==> config.mk <==
export PLATFORM = sky130hd
export DESIGN_NAME = mem_access_unit_flat
export DESIGN_NICKNAME = d
export VERILOG_FILES = /design/src/rtl/mem_access_unit_if.sv /design/src/rtl/mem_access_unit.sv /design/src/flat_wrapper.sv
export SDC_FILE = /design/constraint.sdc
export NUM_CORES = 1
export LEC_CHECK = 0
export ABC_AREA = 0
export BUFFER_PORTS_ARGS = -buffer_cell sky130_fd_sc_hd__buf_2
export CORE_ASPECT_RATIO = 1.25
export CORE_MARGIN = 3
export CORE_UTILIZATION = 25
export CTS_BUF_LIST = sky130_fd_sc_hd__clkbuf_16
export CTS_CLUSTER_DIAMETER = 50
export DETAILED_ROUTE_END_ITERATION = 7
export SETUP_SLACK_MARGIN = 0.15
export SKIP_LAST_GASP = 1
export SLEW_MARGIN = 0
export SYNTH_ARGS = -nofsm -noshare
export SYNTH_HDL_FRONTEND = slang
export SYNTH_SLANG_ARGS = --single-unit
==> constraint.sdc <==
create_clock -name clk -period 1.6 [get_ports clk]
set_input_delay 0.08 -clock clk [delete_from_list [all_inputs] [get_ports clk]]
set_output_delay 0.08 -clock clk [all_outputs]
set_load 0.01 [all_outputs]
==> src/rtl/mem_access_unit_if.sv <==
// Request/response and data-memory bus bundle for mem_access_unit.
// The slave modport is the unit's view; master is the requester/memory side.
interface mem_access_unit_if #(
  parameter int OFS_W = 8
);
  logic             req_valid;
  logic             req_we;
  logic [15:0]      req_base;
  logic [OFS_W-1:0] req_ofs;
  logic [15:0]      req_wdata;
  logic             req_ready;
  logic             resp_valid;
  logic [15:0]      resp_data;
  logic             mem_read;
  logic             mem_write;
  logic [7:0]       mem_addr;
  logic [15:0]      mem_wdata;
  logic [15:0]      mem_rdata;

  modport slave (
    input  req_valid, req_we, req_base, req_ofs, req_wdata, mem_rdata,
    output req_ready, resp_valid, resp_data,
           mem_read, mem_write, mem_addr, mem_wdata
  );

  modport master (
    output req_valid, req_we, req_base, req_ofs, req_wdata, mem_rdata,
    input  req_ready, resp_valid, resp_data,
           mem_read, mem_write, mem_addr, mem_wdata
  );
endinterface

==> src/rtl/mem_access_unit.sv <==
// Four-cycle load/store sequencer: base+signed offset addressing onto a data memory.
// Optional per-type access counters are built only when ACCESS_CNT_EN is defined.
//
// state  | meaning
// IDLE   | ready for a request, strobes low
// CALC   | effective address computed, registered on exit
// ACCESS | single-cycle mem_read or mem_write strobe
// DONE   | resp_valid pulse, then back to IDLE
module mem_access_unit #(
  parameter int OFS_W = 8
) (
  input  logic               clk,
  input  logic               rst_n,
  mem_access_unit_if.slave   bus,
  input  logic               cnt_clr,
  output logic [15:0]        ld_count,
  output logic [15:0]        st_count
);

  typedef enum logic [1:0] {
    IDLE   = 2'd0,
    CALC   = 2'd1,
    ACCESS = 2'd2,
    DONE   = 2'd3
  } state_t;

  state_t state;
  state_t state_nxt;

  logic             we_q;
  logic [7:0]       base_q;
  logic [OFS_W-1:0] ofs_q;
  logic [15:0]      wdata_q;
  logic [7:0]       addr_q;
  logic [15:0]      mem_wdata_q;
  logic [15:0]      resp_data_q;

  logic [7:0]       ofs8;
  logic [7:0]       eff_addr;
  logic             accept;
  logic             ready;
  logic             rd_strobe;
  logic             wr_strobe;
  logic             rsp_pulse;

  // Only the low byte of the base register addresses the 256-word memory.
  logic unused_base_hi;
  assign unused_base_hi = ^bus.req_base[15:8];

  // Bring the offset to 8 bits; addition is mod 256 so truncation is exact.
  if (OFS_W >= 8) begin : g_ofs_trunc
    assign ofs8 = ofs_q[7:0];
    if (OFS_W > 8) begin : g_ofs_hi
      logic unused_ofs_hi;
      assign unused_ofs_hi = ^ofs_q[OFS_W-1:8];
    end
  end else begin : g_ofs_sext
    assign ofs8 = {{(8-OFS_W){ofs_q[OFS_W-1]}}, ofs_q};
  end

  assign eff_addr = base_q + ofs8;
  assign accept   = ready & bus.req_valid;

  always_ff @(posedge clk or negedge rst_n) begin
    if (!rst_n) begin
      state <= IDLE;
    end else begin
      state <= state_nxt;
    end
  end

  always_comb begin
    state_nxt = state;
    ready     = 1'b0;
    rd_strobe = 1'b0;
    wr_strobe = 1'b0;
    rsp_pulse = 1'b0;
    unique case (state)
      IDLE: begin
        ready = 1'b1;
        if (bus.req_valid) begin
          state_nxt = CALC;
        end
      end
      CALC: begin
        state_nxt = ACCESS;
      end
      ACCESS: begin
        rd_strobe = ~we_q;
        wr_strobe = we_q;
        state_nxt = DONE;
      end
      DONE: begin
        rsp_pulse = 1'b1;
        state_nxt = IDLE;
      end
      default: begin
        state_nxt = IDLE;
      end
    endcase
  end

  always_ff @(posedge clk or negedge rst_n) begin
    if (!rst_n) begin
      we_q        <= 1'b0;
      base_q      <= 8'h00;
      ofs_q       <= '0;
      wdata_q     <= 16'h0000;
      addr_q      <= 8'h00;
      mem_wdata_q <= 16'h0000;
      resp_data_q <= 16'h0000;
    end else begin
      if (accept) begin
        we_q    <= bus.req_we;
        base_q  <= bus.req_base[7:0];
        ofs_q   <= bus.req_ofs;
        wdata_q <= bus.req_wdata;
      end
      if (state == CALC) begin
        addr_q <= eff_addr;
        if (we_q) begin
          mem_wdata_q <= wdata_q;
        end
      end
      if ((state == ACCESS) && !we_q) begin
        resp_data_q <= bus.mem_rdata;
      end
    end
  end

  // Strobes are decoded from state, so an async reset in ACCESS kills the write at once.
  assign bus.req_ready  = ready;
  assign bus.mem_read   = rd_strobe;
  assign bus.mem_write  = wr_strobe;
  assign bus.resp_valid = rsp_pulse;
  assign bus.mem_addr   = addr_q;
  assign bus.mem_wdata  = mem_wdata_q;
  assign bus.resp_data  = resp_data_q;

`ifdef ACCESS_CNT_EN
  always_ff @(posedge clk or negedge rst_n) begin
    if (!rst_n) begin
      ld_count <= 16'h0000;
      st_count <= 16'h0000;
    end else if (cnt_clr) begin
      ld_count <= 16'h0000;
      st_count <= 16'h0000;
    end else if (state == ACCESS) begin
      if (we_q) begin
        st_count <= st_count + 16'd1;
      end else begin
        ld_count <= ld_count + 16'd1;
      end
    end
  end
`else
  logic unused_cnt_clr;
  assign unused_cnt_clr = cnt_clr;
  assign ld_count       = 16'h0000;
  assign st_count       = 16'h0000;
`endif

endmodule
==> src/flat_wrapper.sv <==
// flat-port wrapper written by rule: the top's interface ports become plain ports
module mem_access_unit_flat 
#(
  parameter int OFS_W = 8
)
  (clk, rst_n, cnt_clr, ld_count, st_count, bus_req_valid, bus_req_we, bus_req_base, bus_req_ofs, bus_req_wdata, bus_mem_rdata, bus_req_ready, bus_resp_valid, bus_resp_data, bus_mem_read, bus_mem_write, bus_mem_addr, bus_mem_wdata);
  mem_access_unit_if #(.OFS_W(OFS_W)) bus_i ();
  input  logic clk;
  input  logic rst_n;
  input  logic cnt_clr;
  output logic [15:0] ld_count;
  output logic [15:0] st_count;
  input wire logic [$bits(bus_i.req_valid)-1:0] bus_req_valid;
  input wire logic [$bits(bus_i.req_we)-1:0] bus_req_we;
  input wire logic [$bits(bus_i.req_base)-1:0] bus_req_base;
  input wire logic [$bits(bus_i.req_ofs)-1:0] bus_req_ofs;
  input wire logic [$bits(bus_i.req_wdata)-1:0] bus_req_wdata;
  input wire logic [$bits(bus_i.mem_rdata)-1:0] bus_mem_rdata;
  output wire logic [$bits(bus_i.req_ready)-1:0] bus_req_ready;
  output wire logic [$bits(bus_i.resp_valid)-1:0] bus_resp_valid;
  output wire logic [$bits(bus_i.resp_data)-1:0] bus_resp_data;
  output wire logic [$bits(bus_i.mem_read)-1:0] bus_mem_read;
  output wire logic [$bits(bus_i.mem_write)-1:0] bus_mem_write;
  output wire logic [$bits(bus_i.mem_addr)-1:0] bus_mem_addr;
  output wire logic [$bits(bus_i.mem_wdata)-1:0] bus_mem_wdata;
  assign bus_i.req_valid = bus_req_valid;
  assign bus_i.req_we = bus_req_we;
  assign bus_i.req_base = bus_req_base;
  assign bus_i.req_ofs = bus_req_ofs;
  assign bus_i.req_wdata = bus_req_wdata;
  assign bus_i.mem_rdata = bus_mem_rdata;
  assign bus_req_ready = bus_i.req_ready;
  assign bus_resp_valid = bus_i.resp_valid;
  assign bus_resp_data = bus_i.resp_data;
  assign bus_mem_read = bus_i.mem_read;
  assign bus_mem_write = bus_i.mem_write;
  assign bus_mem_addr = bus_i.mem_addr;
  assign bus_mem_wdata = bus_i.mem_wdata;
  mem_access_unit #(.OFS_W(OFS_W)) u_core (.clk(clk), .rst_n(rst_n), .bus(bus_i), .cnt_clr(cnt_clr), .ld_count(ld_count), .st_count(st_count));
endmodule
# Word-level counts from Yosys, hierarchy flattened
# Cells that the tools add are included.
# word_totals
ff_bits	75
elab_cells	25
# op_classes
n_eq_ne	4
mux	6
bitwise_logic	2
n_addsub	1
reduce_logical	4
# op_table
operator	count
adder 8 bit	1
case mux 2 bit (4 select lines)	1
equality test 2 bit (second input constant)	2
two-way mux 1 bit	4
equality test 2 x 1 -> 1 bit (second input constant)	1
logical NOT 2 bit	1
two-way mux 2 bit	1
!= test 2 bit (second input constant)	1
AND reduction 2 bit	1
bitwise AND 1 bit	1
logical AND 1 bit	1
logical NOT 1 bit	1
inverter 1 bit	1

# Longest topological paths before layout
# depth
depth_word	3
ltp_mapped	7
ltp_nobuf	7

# Worst setup path after synthesis
# OpenSTA, ideal clock, no wires.
# synth_timing
kind	register -> register
from	register u_core.ofs_q[1] (netlist: u_core.ofs8[1])
to	register u_core.addr_q[7] (netlist: u_core.bus.mem_addr[7])
stages_incl_launch_ff	6
t_required_ps	1531
path_buffers	0
period_less_slack_ps	1573
arrival_ps	1504
setup_slack_ps	27
cell_sequence	dfrtp_1 > ha_1 > a211oi_2 > o31ai_1 > or4_1 > nand3_1
# synth_between
elab_chain_len	1
# synth_lines
item	line_no	rtl
start, declared	mem_access_unit.sv:32	logic [OFS_W-1:0] ofs_q;
start signal, assigned	mem_access_unit.sv:116	ofs_q <= bus.req_ofs;
adder 8 bit	mem_access_unit.sv:61	assign eff_addr = base_q + ofs8;
end signal, assigned	mem_access_unit.sv:120	addr_q <= eff_addr;
end, declared	mem_access_unit.sv:34	logic [7:0] addr_q;
# No other way between the ends.
# A chain may end at the register's enable or synchronous reset.

# Final worst setup path
# layout_timing
from	register u_core.ofs_q[6] (netlist: u_core.ofs8[6])
to	register u_core.addr_q[6] (netlist: u_core.bus.mem_addr[6])
# Same word-level chain as after synthesis.

==> flow_metrics.tcl <==
set metrics [dict create \
    run_status "finished, violations left" \
    violations "negative setup slack" \
    cts-root-to-sink-buffers 2 \
    drc_errors 0 \
    placement.io_buffers 95 \
    asyncSetResetFlopFracSynth_pct 100.0 \
    area_delta_synth_final_pct 53.11 \
    max_slew.worst_pin.slew_ns 0.5868 \
    die_area_um2 15200 \
    fp.dieW_um 110.9 \
    first_iter_violations 42 \
    worstReg2RegStart "u_core.ofs8[6]" \
    end_kind "flop" \
    routed_wire_per_std_cell_um 13.34 \
    tritoncts_num_sinks 75 \
    cts_htree_levels 3 \
    layout_setup_ws_ns -0.02181 \
    global_route.overflow_total 0 \
    cts-buffers-inserted 9 \
    worstRegToRegCells 4 \
    antenna-diode-count 0 \
    synth_enable_flop_cells 0 \
    dpl_cell_area_um2 4120 \
    drive_gt1_share_pct 43.22 \
    power_density_nw_per_um2 2045 \
    routed_wirelength_um 8087 \
    fin_crit_sh_pct 101.4 \
    max_freq_ghz 0.6166 \
    global_route_wire_length_before_repair_um 12870 \
    rsz0062_at_grt "true" \
    post_layout_nonfiller_instances 606 \
    relSlewSlack_pct 60.88 \
    sequential_share_of_the_synthesized_area_pct 54.61 \
    summed_area_of_non_filler_cells_in_the_final_layout_um2 5263 \
    floorplan.io_pins 137 \
    critical_path_class "flop to flop" \
    finalCriticalPeriod_ns 1.622 \
    max_stage_delay_ns 0.39 \
    reg2reg_setup_slack_ns -0.02 \
    first_global_vias 2616 \
    final_net_count 503 \
    peakVddDrop_mv 0.7405 \
    cp_cell_instances "ha_1, and2_1, a222oi_1, o311ai_2" \
    min_path_type "input pin to asynchronous set/reset pin" \
    antenna_found_initial 0 \
    clock_latency_ns 0.33 \
    dp_cells 527 \
    critical_path_fanouts_max 5 \
    cp_data_arrival_time_ns 1.80 \
    netlist-cell-type-count 37 \
    cap_violations 0 \
    yosys_warnings 0 \
    firstDrtPassIters 4 \
    standard_cell_core_area_um2 13350 \
    final_estimated_routing_congestion_in_global_placement 0.8252 \
    worst_setup_hold_path_clk_slew_ns 0.06 \
    cts.root.buffer_cell "sky130_fd_sc_hd__clkbuf_16" \
    starting_density_of_the_core_pct 25.75 \
    yosys_register_bits 75 \
    netlist_instances 255 \
    detail_route.vias_per_cell 4.127 \
    r2r-end "u_core.bus.mem_addr[6]" \
    nFillCells 1262 \
    synth.cell_area_um2 3437 \
    cp_data_required_time_ns 1.78 \
    row_count 47 \
    slowest_stage "sky130_fd_sc_hd__dfrtp_1" \
    grt_usage_pct 10.58 \
    cts_tree "yes" \
    cellLeakagePower_nw 2.471 \
    postRouteAntennaNets 0 \
    fp.dieH_um 137.1 \
    synth_top_flop_cell "sky130_fd_sc_hd__dfrtp_1" \
    vias 2501 \
    setup.worst_path.start_class "flop" \
    final_setup_violation_count 3 \
    avgSynthCellArea_um2 13.48 \
    finalHoldViolations 0 \
    grt_start_max_net_pins 44 \
    fin_worst_skew_ns 0.006865 \
    place_hpwl_um 5457 \
    timing.final.max_slew_violations 0 \
]
-- final cells by class --
cell class / count / area [µm²] / area share [%]
flip-flops and latches: 75 / 1877 / 35.66
multi-input cells: 163 / 1549 / 29.43
repair buffers: 172 / 1272 / 24.18
clock buffers: 9 / 225.2 / 4.280
well taps: 171 / 214.0 / 4.066
clock inverters: 7 / 91.34 / 1.736
inverters: 9 / 33.78 / 0.6419
-- registers in the layout, summed over array words and instances (netlist names) --
register / cells
u_core.bus.mem_addr: 8
u_core.we_q: 1
u_core.bus.mem_wdata: 16
u_core.base_q: 8
u_core.bus.resp_data: 16
u_core.state: 2
u_core.ofs8: 8
u_core.wdata_q: 16
-- placed cells by master (no fill, tap or decap), types with 3 or more instances in the layout --
cell                             n
sky130_fd_sc_hd__dfrtp_1        75
sky130_fd_sc_hd__ha_1            4
sky130_fd_sc_hd__buf_12          5
sky130_fd_sc_hd__buf_2          94
sky130_fd_sc_hd__conb_1         32
sky130_fd_sc_hd__mux2_1         35
sky130_fd_sc_hd__mux2_4         16
sky130_fd_sc_hd__buf_4          15
sky130_fd_sc_hd__dlygate4sd3_1  51
sky130_fd_sc_hd__nor2_1          3
sky130_fd_sc_hd__buf_6           7
sky130_fd_sc_hd__nand2_1        10
sky130_fd_sc_hd__mux2_2         16
sky130_fd_sc_hd__clkbuf_16       9
sky130_fd_sc_hd__inv_1           5
sky130_fd_sc_hd__inv_2           4
sky130_fd_sc_hd__ha_4            5
-- routing by layer --
layer / GRT usage [%] / part of all wire [%]
met3: 2.875 / 5.3
met2: 19.06 / 55
met1: 11.71 / 38
met5: 0 / 0
met4: 4.654 / 1.4
-- what timing repair did --
action,4_1_cts,5_1_grt
resized for setup,36,9
hold buffers,51,0
buffers inserted,12,0
endpoints found under the setup margin,72,70
endpoints found under the hold margin,92,0
pin swaps,9,6
-- kinds of logic after synthesis --
logic type | after synthesis | synth area share (%)
DFF | 75 | 54.61
muxes | 67 | 21.95
buffers and inverters | 48 | 9.064
AOI/OAI and AO/OA | 25 | 5.606
and+or+nand+nor | 25 | 3.568
adders and majority gates | 12 | 4.587
xor gates and xnor gates | 2 | 0.5097
other | 1 | 0.1091
-- where the power goes --
group / leakage, nW / switching, mW / internal, mW / total [mW]
logic: 1.43 / 2.31 / 2.86 / 5.17
clock network: 0.147 / 0.785 / 1.36 / 2.14
registers: 0.890 / 0.554 / 2.90 / 3.45
-- synthesized netlist by cell type (2+ instances only) --
library cell,n,area (µm²)
sky130_fd_sc_hd__a21oi_1,2,10.01
sky130_fd_sc_hd__o2bb2ai_1,2,17.52
sky130_fd_sc_hd__inv_1,8,30.03
sky130_fd_sc_hd__and2_1,2,12.51
sky130_fd_sc_hd__o311ai_1,2,17.52
sky130_fd_sc_hd__buf_4,33,247.7
sky130_fd_sc_hd__a21o_1,2,15.01
sky130_fd_sc_hd__nor2b_1,3,18.77
sky130_fd_sc_hd__dfrtp_1,75,1877
sky130_fd_sc_hd__o21ai_0,3,15.01
sky130_fd_sc_hd__o21a_1,2,15.01
sky130_fd_sc_hd__xnor2_1,2,17.52
sky130_fd_sc_hd__o31ai_1,2,15.01
sky130_fd_sc_hd__mux2_1,50,563.0
sky130_fd_sc_hd__ha_1,11,137.6
sky130_fd_sc_hd__mux2_2,17,191.4
sky130_fd_sc_hd__nor2_1,3,11.26
sky130_fd_sc_hd__nand2_1,11,41.29
sky130_fd_sc_hd__buf_2,6,30.03
sky130_fd_sc_hd__o21bai_1,2,15.01
-- worst max-delay path: cells and delay by family (launching register included) --
kind                     cells  cell delay [ns]
AO/OA/AOI/OAI                2             0.56
AND/OR/NAND/NOR              1             0.18
flip-flops                   1             0.39
adder cells (fa/ha/maj)      1             0.36
-- stage by stage --
stage                     worst slack (ns)  utilization (%)  hold WS [ns]  setup TNS (ns)  power, mW
final                             -0.02181            39.42        0.2909        -0.03128      10.76
after global routing              -0.08431            39.42        0.3409         -0.2846      11.50
after CTS                         -0.04652            39.05        0.3040        -0.04652      10.65
after detailed placement           -0.1157            30.87        0.1172          -1.634      7.516
after global placement            -0.05096            30.87        0.1059         -0.6410      7.329
after floorplan                    0.07924                -       -0.2156               0      6.049
-- worst max path at each step --
stage                               start                 endpoint  slack, ns  cells past startpoint
after floorplan            u_core.ofs8[1]   u_core.bus.mem_addr[7]       0.08                      5
after global placement     u_core.ofs8[1]   u_core.bus.mem_addr[7]      -0.05                      5
after detailed placement  u_core.state[0]  u_core.bus.resp_data[6]      -0.12                      5
after CTS                  u_core.ofs8[1]   u_core.bus.mem_addr[7]      -0.05                      5
after global routing       u_core.ofs8[0]   u_core.bus.mem_addr[6]      -0.08                      7
final                      u_core.ofs8[6]   u_core.bus.mem_addr[6]      -0.02                      4
Note: power is estimated with default switching activity, not from simulation.
